===== config.mk =====
export PLATFORM = sky130hd
export DESIGN_NAME = sram_access_ctrl
export DESIGN_NICKNAME = d
export VERILOG_FILES = /design/src/rtl/sram_ctrl_pkg.sv /design/src/rtl/sram_clear_walker.sv /design/src/rtl/sram_access_ctrl.sv
export SDC_FILE = /design/constraint.sdc
export NUM_CORES = 1
export LEC_CHECK = 0
export ABC_AREA = 1
export ABC_CLOCK_PERIOD_IN_PS = 1300
export CORE_ASPECT_RATIO = 1.4
export CORE_MARGIN = 3
export CORE_UTILIZATION = 33
export CTS_CLUSTER_SIZE = 8
export DETAILED_ROUTE_END_ITERATION = 16
export GPL_TIMING_DRIVEN = 1
export PLACE_DENSITY = 0.81
export SLEW_MARGIN = 10
export SYNTH_ARGS = -nofsm -noshare
export SYNTH_HDL_FRONTEND = slang
export SYNTH_SLANG_ARGS = --single-unit
export TNS_END_PERCENT = 1

===== constraint.sdc =====
create_clock -name i_clock -period 1.3 [get_ports i_clock]
set_input_delay 0.26 -clock i_clock [delete_from_list [all_inputs] [get_ports i_clock]]
set_output_delay 0.26 -clock i_clock [all_outputs]
set_load 0.02 [all_outputs]

===== src/rtl/sram_ctrl_pkg.sv =====
// Shared constants and state encoding for the bank SRAM access controller.
// Imported by the controller top and its clear walker.
package sram_ctrl_pkg;

   localparam int SETS   = 128;
   localparam int ADDR_W = $clog2(SETS);
   localparam int DATA_W = 16;
   localparam int MASK_W = 8;

   typedef enum logic {
      ST_CLEAR = 1'b0,
      ST_RUN   = 1'b1
   } state_t;

endpackage


===== src/rtl/sram_clear_walker.sv =====
// Set pointer for the post-reset clear walk.
// Stops on the last set; o_last marks the final clear write.
module sram_clear_walker
   import sram_ctrl_pkg::*;
(
   input  logic              i_clock,
   input  logic              i_reset,
   input  logic              i_en,
   output logic [ADDR_W-1:0] o_ptr,
   output logic              o_last
);

   logic [ADDR_W-1:0] r_ptr;
   logic              w_last;

   assign w_last = (r_ptr == ADDR_W'(SETS - 1));

   always_ff @(posedge i_clock) begin
      if (i_reset) begin
         r_ptr <= '0;
      end else if (i_en && !w_last) begin
         r_ptr <= r_ptr + 1'b1;
      end
   end

   assign o_ptr  = r_ptr;
   assign o_last = w_last;

endmodule


===== src/rtl/sram_access_ctrl.sv =====
// Requester-side controller for one 1R1W bank SRAM: clear walk,
// read/write handshakes, collision arbitration and a held read response.
module sram_access_ctrl
   import sram_ctrl_pkg::*;
#(
   parameter bit CLEAR_ON_RESET = 1'b1
)
(
   input  logic              i_clock,
   input  logic              i_reset,
   input  logic              i_req_r_valid,
   output logic              o_req_r_ready,
   input  logic [ADDR_W-1:0] i_req_r_addr,
   output logic              o_resp_valid,
   input  logic              i_resp_ready,
   output logic [DATA_W-1:0] o_resp_data,
   input  logic              i_req_w_valid,
   output logic              o_req_w_ready,
   input  logic [ADDR_W-1:0] i_req_w_addr,
   input  logic [DATA_W-1:0] i_req_w_data,
   input  logic [MASK_W-1:0] i_req_w_mask,
   output logic              o_init_done,
   output logic [ADDR_W-1:0] o_sram_r_addr,
   input  logic [DATA_W-1:0] i_sram_r_data,
   output logic              o_sram_w_en,
   output logic [ADDR_W-1:0] o_sram_w_addr,
   output logic [DATA_W-1:0] o_sram_w_data,
   output logic [MASK_W-1:0] o_sram_w_mask
);

   state_t            r_state;
   state_t            w_state_nxt;

   logic              w_clr_en;
   logic              w_clr_last;
   logic [ADDR_W-1:0] w_clr_ptr;

   logic              w_run;
   logic              w_w_fire;
   logic              w_collide;
   logic              w_stall;
   logic              w_r_fire;

   logic              r_resp_valid;
   logic              r_fresh;
   logic [DATA_W-1:0] r_hold;
   logic [ADDR_W-1:0] r_raddr;

   sram_clear_walker u_walker (
      .i_clock (i_clock),
      .i_reset (i_reset),
      .i_en    (w_clr_en),
      .o_ptr   (w_clr_ptr),
      .o_last  (w_clr_last)
   );

   always_ff @(posedge i_clock) begin
      if (i_reset) begin
         r_state <= CLEAR_ON_RESET ? ST_CLEAR : ST_RUN;
      end else begin
         r_state <= w_state_nxt;
      end
   end

   assign w_run    = (r_state == ST_RUN);
   assign w_w_fire = w_run & i_req_w_valid;

   always_comb begin
      w_state_nxt   = r_state;
      w_clr_en      = 1'b0;
      o_sram_w_en   = 1'b0;
      o_sram_w_addr = i_req_w_addr;
      o_sram_w_data = i_req_w_data;
      o_sram_w_mask = i_req_w_mask;
      unique case (r_state)
         ST_CLEAR: begin
            w_clr_en      = 1'b1;
            o_sram_w_en   = 1'b1;
            o_sram_w_addr = w_clr_ptr;
            o_sram_w_data = '0;
            o_sram_w_mask = '1;
            if (w_clr_last) begin
               w_state_nxt = ST_RUN;
            end
         end
         ST_RUN: begin
            o_sram_w_en = w_w_fire;
         end
      endcase
   end

   // A write to the same set wins; the read is retried next cycle.
   assign w_collide = w_w_fire & i_req_r_valid
                    & (i_req_r_addr == i_req_w_addr);
   assign w_stall   = r_resp_valid & ~i_resp_ready;

   assign o_req_r_ready = w_run & ~w_stall & ~w_collide;
   assign o_req_w_ready = w_run;
   assign w_r_fire      = i_req_r_valid & o_req_r_ready;

   // Read port keeps the last accepted set while no new read fires.
   assign o_sram_r_addr = w_r_fire ? i_req_r_addr : r_raddr;

   always_ff @(posedge i_clock) begin
      if (i_reset) begin
         r_resp_valid <= 1'b0;
         r_fresh      <= 1'b0;
         r_hold       <= '0;
         r_raddr      <= '0;
      end else begin
         r_fresh <= w_r_fire;
         if (w_r_fire) begin
            r_raddr <= i_req_r_addr;
         end
         if (r_fresh) begin
            r_hold <= i_sram_r_data;
         end
         if (w_r_fire) begin
            r_resp_valid <= 1'b1;
         end else if (i_resp_ready) begin
            r_resp_valid <= 1'b0;
         end
      end
   end

   // Fresh SRAM data on the first response cycle, held copy afterwards.
   assign o_resp_data  = r_fresh ? i_sram_r_data : r_hold;
   assign o_resp_valid = r_resp_valid;
   assign o_init_done  = w_run;

endmodule


==> results of run 1 <==
==> metal layers <==
layer	share of wire	global-route usage
met1	0.38	0.2085
met2	0.52	0.3766
met3	0.086	0.05591
met4	0.014	0.06550
met5	0	0
==> tightest hold or removal path, cell delays in order <==
cell,delay (ns)
dlygate4sd2_1,0.21
inv_2,0.05
nand2_1,0.05
a21oi_1,0.06
==> final cells by class <==
cell class	instances	area [µm²]	share of cell area
inverter	59	221.5	0.05888
multi-input combinational	198	1010	0.2685
sequential	33	665.6	0.1770
clock inverter	1	30.03	0.007984
clock buffer	7	86.33	0.02295
timing repair buffer	192	1665	0.4428
tap	66	82.58	0.02196
==> metrics by stage <==
stage | TNS (ns) | setup WS, ns
3_5_place_dp | -34.36 | -1.120
3_3_place_gp | -33.61 | -1.104
5_1_grt | -18.75 | -0.5325
6_report | -13.58 | -0.4468
2_1_floorplan | -0.9826 | -0.07740
4_1_cts | -13.66 | -0.3758
==> Yosys cell counts <==
cell        n
buf_2       2
buf_1       1
nand3_1     3
a21oi_2     1
buf_6       1
dfxtp_1    33
a21oi_1    21
a21boi_0    1
nor2_2      1
o21ai_1     1
ha_1        1
buf_4       1
nand3_4     1
nand2_4     1
nand2_1   106
nor2_1     16
clkbuf_1    7
o21ai_0    10
or2_2       9
a21oi_4     1
inv_2       1
nand4_1     7
nor2_4      2
nand2_2    16
inv_1      58
==> sequential cells by signal, indices dropped and copies added, names as in the netlist <==
signal          count
r_hold             16
u_walker.o_ptr      7
r_fresh             1
o_init_done         1
r_raddr             7
o_resp_valid        1
==> logic make-up after synthesis <==
family,count (synthesis),synth area share
AO/OA/AOI/OAI,35,0.1027
flip-flops,33,0.3520
adder cells (fa/ha/maj),1,0.006666
AND/OR/NAND/NOR,162,0.3893
buffers and inverters,71,0.1493
==> what timing repair did <==
item / in CTS / in global routing
hold buffers: 0 / 0
gates resized for setup: 249 / 47
setup endpoints to repair: 75 / 72
pin swaps: 27 / 12
buffers inserted: 18 / 2
==> final timing paths <==
kind | end | slack (ns) | cells after the start
hold reg to reg | r_hold[10] | 0.47 | 2
hold / removal | o_resp_valid | 0.39 | 4
setup reg to reg | u_walker.o_ptr[5] | -0.16 | 10
setup / recovery | o_sram_r_addr[4] | -0.45 | 12
==> power by group through the flow <==
stage                     Sequential, mW  Clock [mW]  Combinational, mW
after floorplan                     1.05           0             0.0940
final                               1.03       0.988              0.383
after CTS                           1.02        1.01              0.362
after global routing                1.02        1.06              0.414
after detailed placement            1.05           0              0.349
after global placement              1.05           0              0.344
==> summary.md, run 1 <==
| Metric | Value |
|---|---|
| Status | `complete, but fails checks` |
| Failing checks | `negative setup slack` |
| Max IR drop VDD | `0.4033 mV` |
| Final Instance Area | `3761 µm²` |
| Total I/O pin count | `118` |
| TritonCTS Sinks | `33` |
| Critical Path RT | `1.04 ns` |
| Final Critical Period | `1.747 ns` |
| Initial core utilization | `0.3506` |
| Rows | `31` |
| Slowest cell on crit path | `clkdlybuf4s15_1` |
| Hold_sp | `i_resp_ready` |
| Min-delay worst type | `input port to flip-flop` |
| Netlist cell types | `25` |
| Register bit total from synthesis | `33` |
| CP startpoint | `i_req_w_addr[1]` |
| Placed wire-length estimate | `4718 µm` |
| Slew Viols, Final | `0` |
| Logic pwr share | `0.160` |
| Remaining global-route overflow | `0` |
| Clock Tree Buf Depth | `2` |
| Syn Inst Count | `302` |
| Synthesized area | `1877 µm²` |
| Worst setup margin | `-0.4468 ns` |
| Final std cells w/o fill | `556` |
| Achievable Freq | `0.5725 GHz` |
| CP Cell Sequence | `clkdlybuf4s15_1, inv_1, nand2_1, nand2_2, nand2_4, nor2_4, nand2_4, nand3_4, nand2_2, nand2_2, inv_2, buf_6` |
| Leakage | `2.004 nW` |
| Crit path DAT | `1.49 ns` |
| Tot GR Track Use | `0.1976` |
| First-pass GRT wire length | `10670 µm` |
| Cell family with most CP delay | `simple AND/OR/NAND/NOR gates` |
| Diode count | `0` |
| Die Y | `95.23 µm` |
| Buf+Inv Stages, Crit Path | `4` |
| Power Total | `2.396 mW` |
| Commonest non-fill, non-tap cells in the layout | `nand2_1 (96), buf_4 (71), inv_1 (43)` |
| DIE WIDTH | `69.74 µm` |
| Final core utilization | `0.7027` |
| Vias in the first global route | `2488` |
| Crit Path Category | `input port to output pin` |
| Unrepaired setup endpoints after global routing | `true` |
| CP Max Fanout | `8` |
| Crit path launch type | `input port` |
| Switching share of power | `0.2182` |
| P_sw | `0.5229 mW` |
| DIE AREA | `6641 µm²` |
| Reg power frac | `0.428` |
| Largest net degree at the start of global routing | `31` |
| Post-synthesis sequential area ratio | `0.3520` |
| DRC errors left | `0` |
| Core Box Area | `5353 µm²` |
| Cell taking the most area after synthesis | `dfxtp_1` |
| Syn_nets | `362` |
| Total CTS buffers | `5` |
| Worst slew margin | `0.8264` |
| Yosys warning total | `0` |
| Max stage delay on crit path | `0.18 ns` |
| Pre-antenna DRT Iters | `4` |
| Root Buffer | `clkbuf_8` |
| Synth area leaders | `dfxtp_1 (35%), nand2_1 (21%), inv_1 (12%), a21oi_1 (5.6%), nand2_2 (5.3%)` |
| Clock share of power | `0.412` |
| Setup-failing EPs final | `67` |
| Most used cell, CP | `nand2_2` |
| Area Growth Syn to Fin | `100.4%` |
| CTS tree | `done` |
| Nets | `549` |
| Critical R2R Launch | `u_walker.o_ptr[0]` |
| Port Buffers | `117` |
| Period utilization | `1.344` |
| DP Cell Count | `528` |
| Worst hold margin | `0.3873 ns` |
| DRT Wirelength | `6786 µm` |
| GP Congestion | `0.8887` |
| Layout cells sized above 1 | `0.4184` |
| Vias per cell | `4.534` |
| Most common cell after layout, fill and taps aside | `nand2_1` |
| Crit end category | `output pin` |
| Clk_lat worst skew | `0.28 ns` |
| H-Tree Depth | `2` |
| Final hold violation count | `0` |
| Fillers | `456` |
| Share of the synthesized area in the top cell type | `0.3520` |
| Clock-pin slew on the worst setup and hold paths | `0.06 ns` |
| Initial antenna violation count | `0` |
| Pwr per Cell Area | `637.1 nW/µm²` |
| Routed Antenna Nets | `0` |
| Syn Area/Cell | `6.215 µm²` |
| Least-Margin Pin Slew | `0.2599 ns` |
| Post-route clock skew | `0.002079 ns` |
| DRT iter0 DRCs | `59` |
| Internal | `1.873 mW` |
| # Max-Cap Violations | `0` |
| Wirelength per Cell | `12.21 µm` |
| Vias | `2521` |
| DP Area | `3502 µm²` |
(Power assumes the default switching activity.)
==> run 2: changes to the inputs <==
--- a/config.mk
+++ b/config.mk
@@ -12,7 +12,7 @@
 export CORE_UTILIZATION = 33
 export CTS_CLUSTER_SIZE = 8
 export DETAILED_ROUTE_END_ITERATION = 16
-export GPL_TIMING_DRIVEN = 1
+export GPL_TIMING_DRIVEN = 0
 export PLACE_DENSITY = 0.81
 export SLEW_MARGIN = 10
 export SYNTH_ARGS = -nofsm -noshare
==> summary.md, run 2 (synthesis results as in run 1) <==
| Metric | Value |
|---|---|
| Leakage | `1.770 nW (-12%)` |
| Clk_lat worst skew | `0.28 ns (about the same)` |
| Worst slew margin | `0.6741 (-0.1523)` |
| Biggest register | `r_hold` |
| DRT Wirelength | `5985 µm (-12%)` |
| Placed wire-length estimate | `4378 µm (-7.2%)` |
| DIE WIDTH | `69.74 µm (unchanged)` |
| Core Box Area | `5353 µm² (unchanged)` |
| Crit Path Category | `flip-flop to output pin` |
| DIE AREA | `6641 µm² (unchanged)` |
| Unrepaired setup endpoints after global routing | `true` |
| Worst reg2reg path endpoint | `u_walker.o_ptr[5]` |
| Final hold violation count | `0 (unchanged)` |
| H-Tree Depth | `2 (unchanged)` |
| Routed Antenna Nets | `0 (unchanged)` |
| Switching share of power | `0.2138 (-0.004383)` |
| Critical R2R Launch | `u_walker.o_ptr[1]` |
| Total CTS buffers | `5 (unchanged)` |
| TritonCTS Sinks | `33 (unchanged)` |
| Max reg flops | `16 (unchanged)` |
| Final Critical Period | `1.814 ns (+0.06691 ns)` |
| Diode count | `0 (unchanged)` |
| Achievable Freq | `0.5514 GHz (-3.7%)` |
| Layout cells sized above 1 | `0.3303 (-0.08805)` |
| Clock Tree Buf Depth | `2 (unchanged)` |
| Number of hold buffers added after CTS | `0 (unchanged)` |
| P_sw | `0.4974 mW (-4.9%)` |
| Internal | `1.829 mW (-2.4%)` |
| Vias in the first global route | `2218 (-11%)` |
| # Max-Cap Violations | `0 (unchanged)` |
| Worst setup margin | `-0.5137 ns (-0.06690 ns)` |
| CP startpoint | `o_init_done` |
| Wirelength per Cell | `11.78 µm (-3.5%)` |
| DRT iter0 DRCs | `61 (+3.4%)` |
| Crit path DAT | `1.55 ns (+0.06 ns)` |
| Pre-antenna DRT Iters | `4 (unchanged)` |
| CP Max Fanout | `9 (+1)` |
| Failing checks | `negative setup slack` |
| Port Buffers | `115 (-1.7%)` |
| Fillers | `468 (+2.6%)` |
| Critical Path RT | `1.04 ns (about the same)` |
| Min-delay worst type | `input port to flip-flop` |
| Least-Margin Pin Slew | `0.4888 ns (+0.2290 ns)` |
| Setup-failing EPs final | `57 (-15%)` |
| Status | `complete, but fails checks` |
| Vias per cell | `4.470 (-1.4%)` |
| Nets | `501 (-8.7%)` |
| Max IR drop VDD | `0.5168 mV (+28%)` |
| Final core utilization | `0.6389 (-0.06381)` |
| GP Congestion | `0.8432 (-5.1%)` |
| CTS tree | `done` |
| Remaining global-route overflow | `0 (unchanged)` |
| Commonest non-fill, non-tap cells in the layout | `nand2_1 (99), inv_1 (47), clkdlybuf4s50_1 (41)` |
| Reg power frac | `0.439 (+0.011)` |
| Clock share of power | `0.421 (+0.009)` |
| Multi-input logic area | `998.5 µm² (-1.1%)` |
| Total I/O pin count | `118 (unchanged)` |
| Pwr per Cell Area | `680.2 nW/µm² (+6.8%)` |
| Root Buffer | `clkbuf_8` |
| Worst Setup EP | `o_sram_r_addr[4]` |
| Crit end category | `output pin` |
| First-pass GRT wire length | `9639 µm (-9.7%)` |
| Period utilization | `1.395 (+0.05147)` |
| Tot GR Track Use | `0.1805 (-0.01708)` |
| Initial antenna violation count | `0 (unchanged)` |
| R2R depth | `9 (-1)` |
| Area Growth Syn to Fin | `82.20%` |
| Rows | `31 (unchanged)` |
| Reg area | `668.1 µm² (+0.38%)` |
| Post-route clock skew | `0.008306 ns (+0.006227 ns)` |
| Die Y | `95.23 µm (unchanged)` |
| Slew Viols, Final | `0 (unchanged)` |
| Largest net degree at the start of global routing | `11 (-65%)` |
| Crit path launch type | `flip-flop` |
| Initial core utilization | `0.3506 (unchanged)` |
| R2R Setup Slk | `-0.10 ns (+0.06 ns)` |
| Vias | `2271 (-9.9%)` |
| Most common cell after layout, fill and taps aside | `nand2_1` |
| DRC errors left | `0 (unchanged)` |
| Clock-pin slew on the worst setup and hold paths | `0.06 ns (about the same)` |
| DP Worst Slack | `-1.125 ns (-0.004930 ns)` |
| Power Total | `2.326 mW (-2.9%)` |
| Logic pwr share | `0.140 (-0.020)` |
-- run 2: worst min-delay path by stage --
stage,startpoint,to,slack (ns),cells after the start
finish,i_req_r_valid,r_fresh,0.29,3
global route,i_req_r_valid,r_fresh,0.29,3
CTS,i_req_r_valid,r_fresh,0.27,3
detailed placement,r_hold[9],r_hold[9],0.46,2
global placement,r_hold[11],r_hold[11],0.46,2
floorplan,i_sram_r_data[14],r_hold[14],0.42,2
-- run 2: timing repair --
| action | 4_1_cts | 5_1_grt |
|---|---|---|
| gates cloned | 2 | 0 |
| setup endpoints to repair | 74 | 70 |
| resized for setup | 279 | 16 |
| buffers inserted | 14 | 2 |
| pin swaps | 13 | 4 |
-- run 2: final cells by class --
cell class | count | area share
multi-input cells | 200 | 0.2920
clock inverters | 1 | 0.008782
inverters | 59 | 0.06659
repair buffers | 131 | 0.3600
flip-flops and latches | 33 | 0.1954
plain buffers | 11 | 0.02781
clock buffers | 7 | 0.02525
well taps | 66 | 0.02415
-- run 2: layer usage --
| metal | track usage | routed length (µm) | vias to the layer above |
|---|---|---|---|
| met5 | 0 | 0 | - |
| met2 | 0.3495 | 3007 | 111 |
| met1 | 0.1847 | 2349 | 971 |
| li1 | - | - | 1178 |
| met3 | 0.05274 | 503 | 11 |
| met4 | 0.06070 | 124 | 0 |
-- run 2: power groups by stage --
stage,Clock [mW],Combinational [mW],Sequential (mW)
CTS,1.00,0.316,1.02
floorplan,0,0.0940,1.05
detailed placement,0,0.303,1.05
global placement,0,0.300,1.05
global route,1.06,0.352,1.02
finish,0.980,0.325,1.02
-- run 2: worst max-delay path, stage by stage (launching register included) --
cell	delay, ns
dfxtp_4	0.37
clkinvlp_4	0.14
a21oi_4	0.18
buf_12	0.15
nand3_4	0.11
nand2_2	0.09
nand2_2	0.06
inv_2	0.05
buf_6	0.10
-- run 2: metrics by stage --
step	instances	TNS, ns	instance area (µm²)	hold slack [ns]
6_report	508	-16.25	3420	0.2892
5_1_grt	508	-21.99	3420	0.2943
4_1_cts	506	-17.04	3378	0.2739
2_1_floorplan	302	-0.9826	1884	0.4230
3_3_place_gp	483	-38.07	3118	0.4557
3_5_place_dp	483	-38.73	3118	0.4629
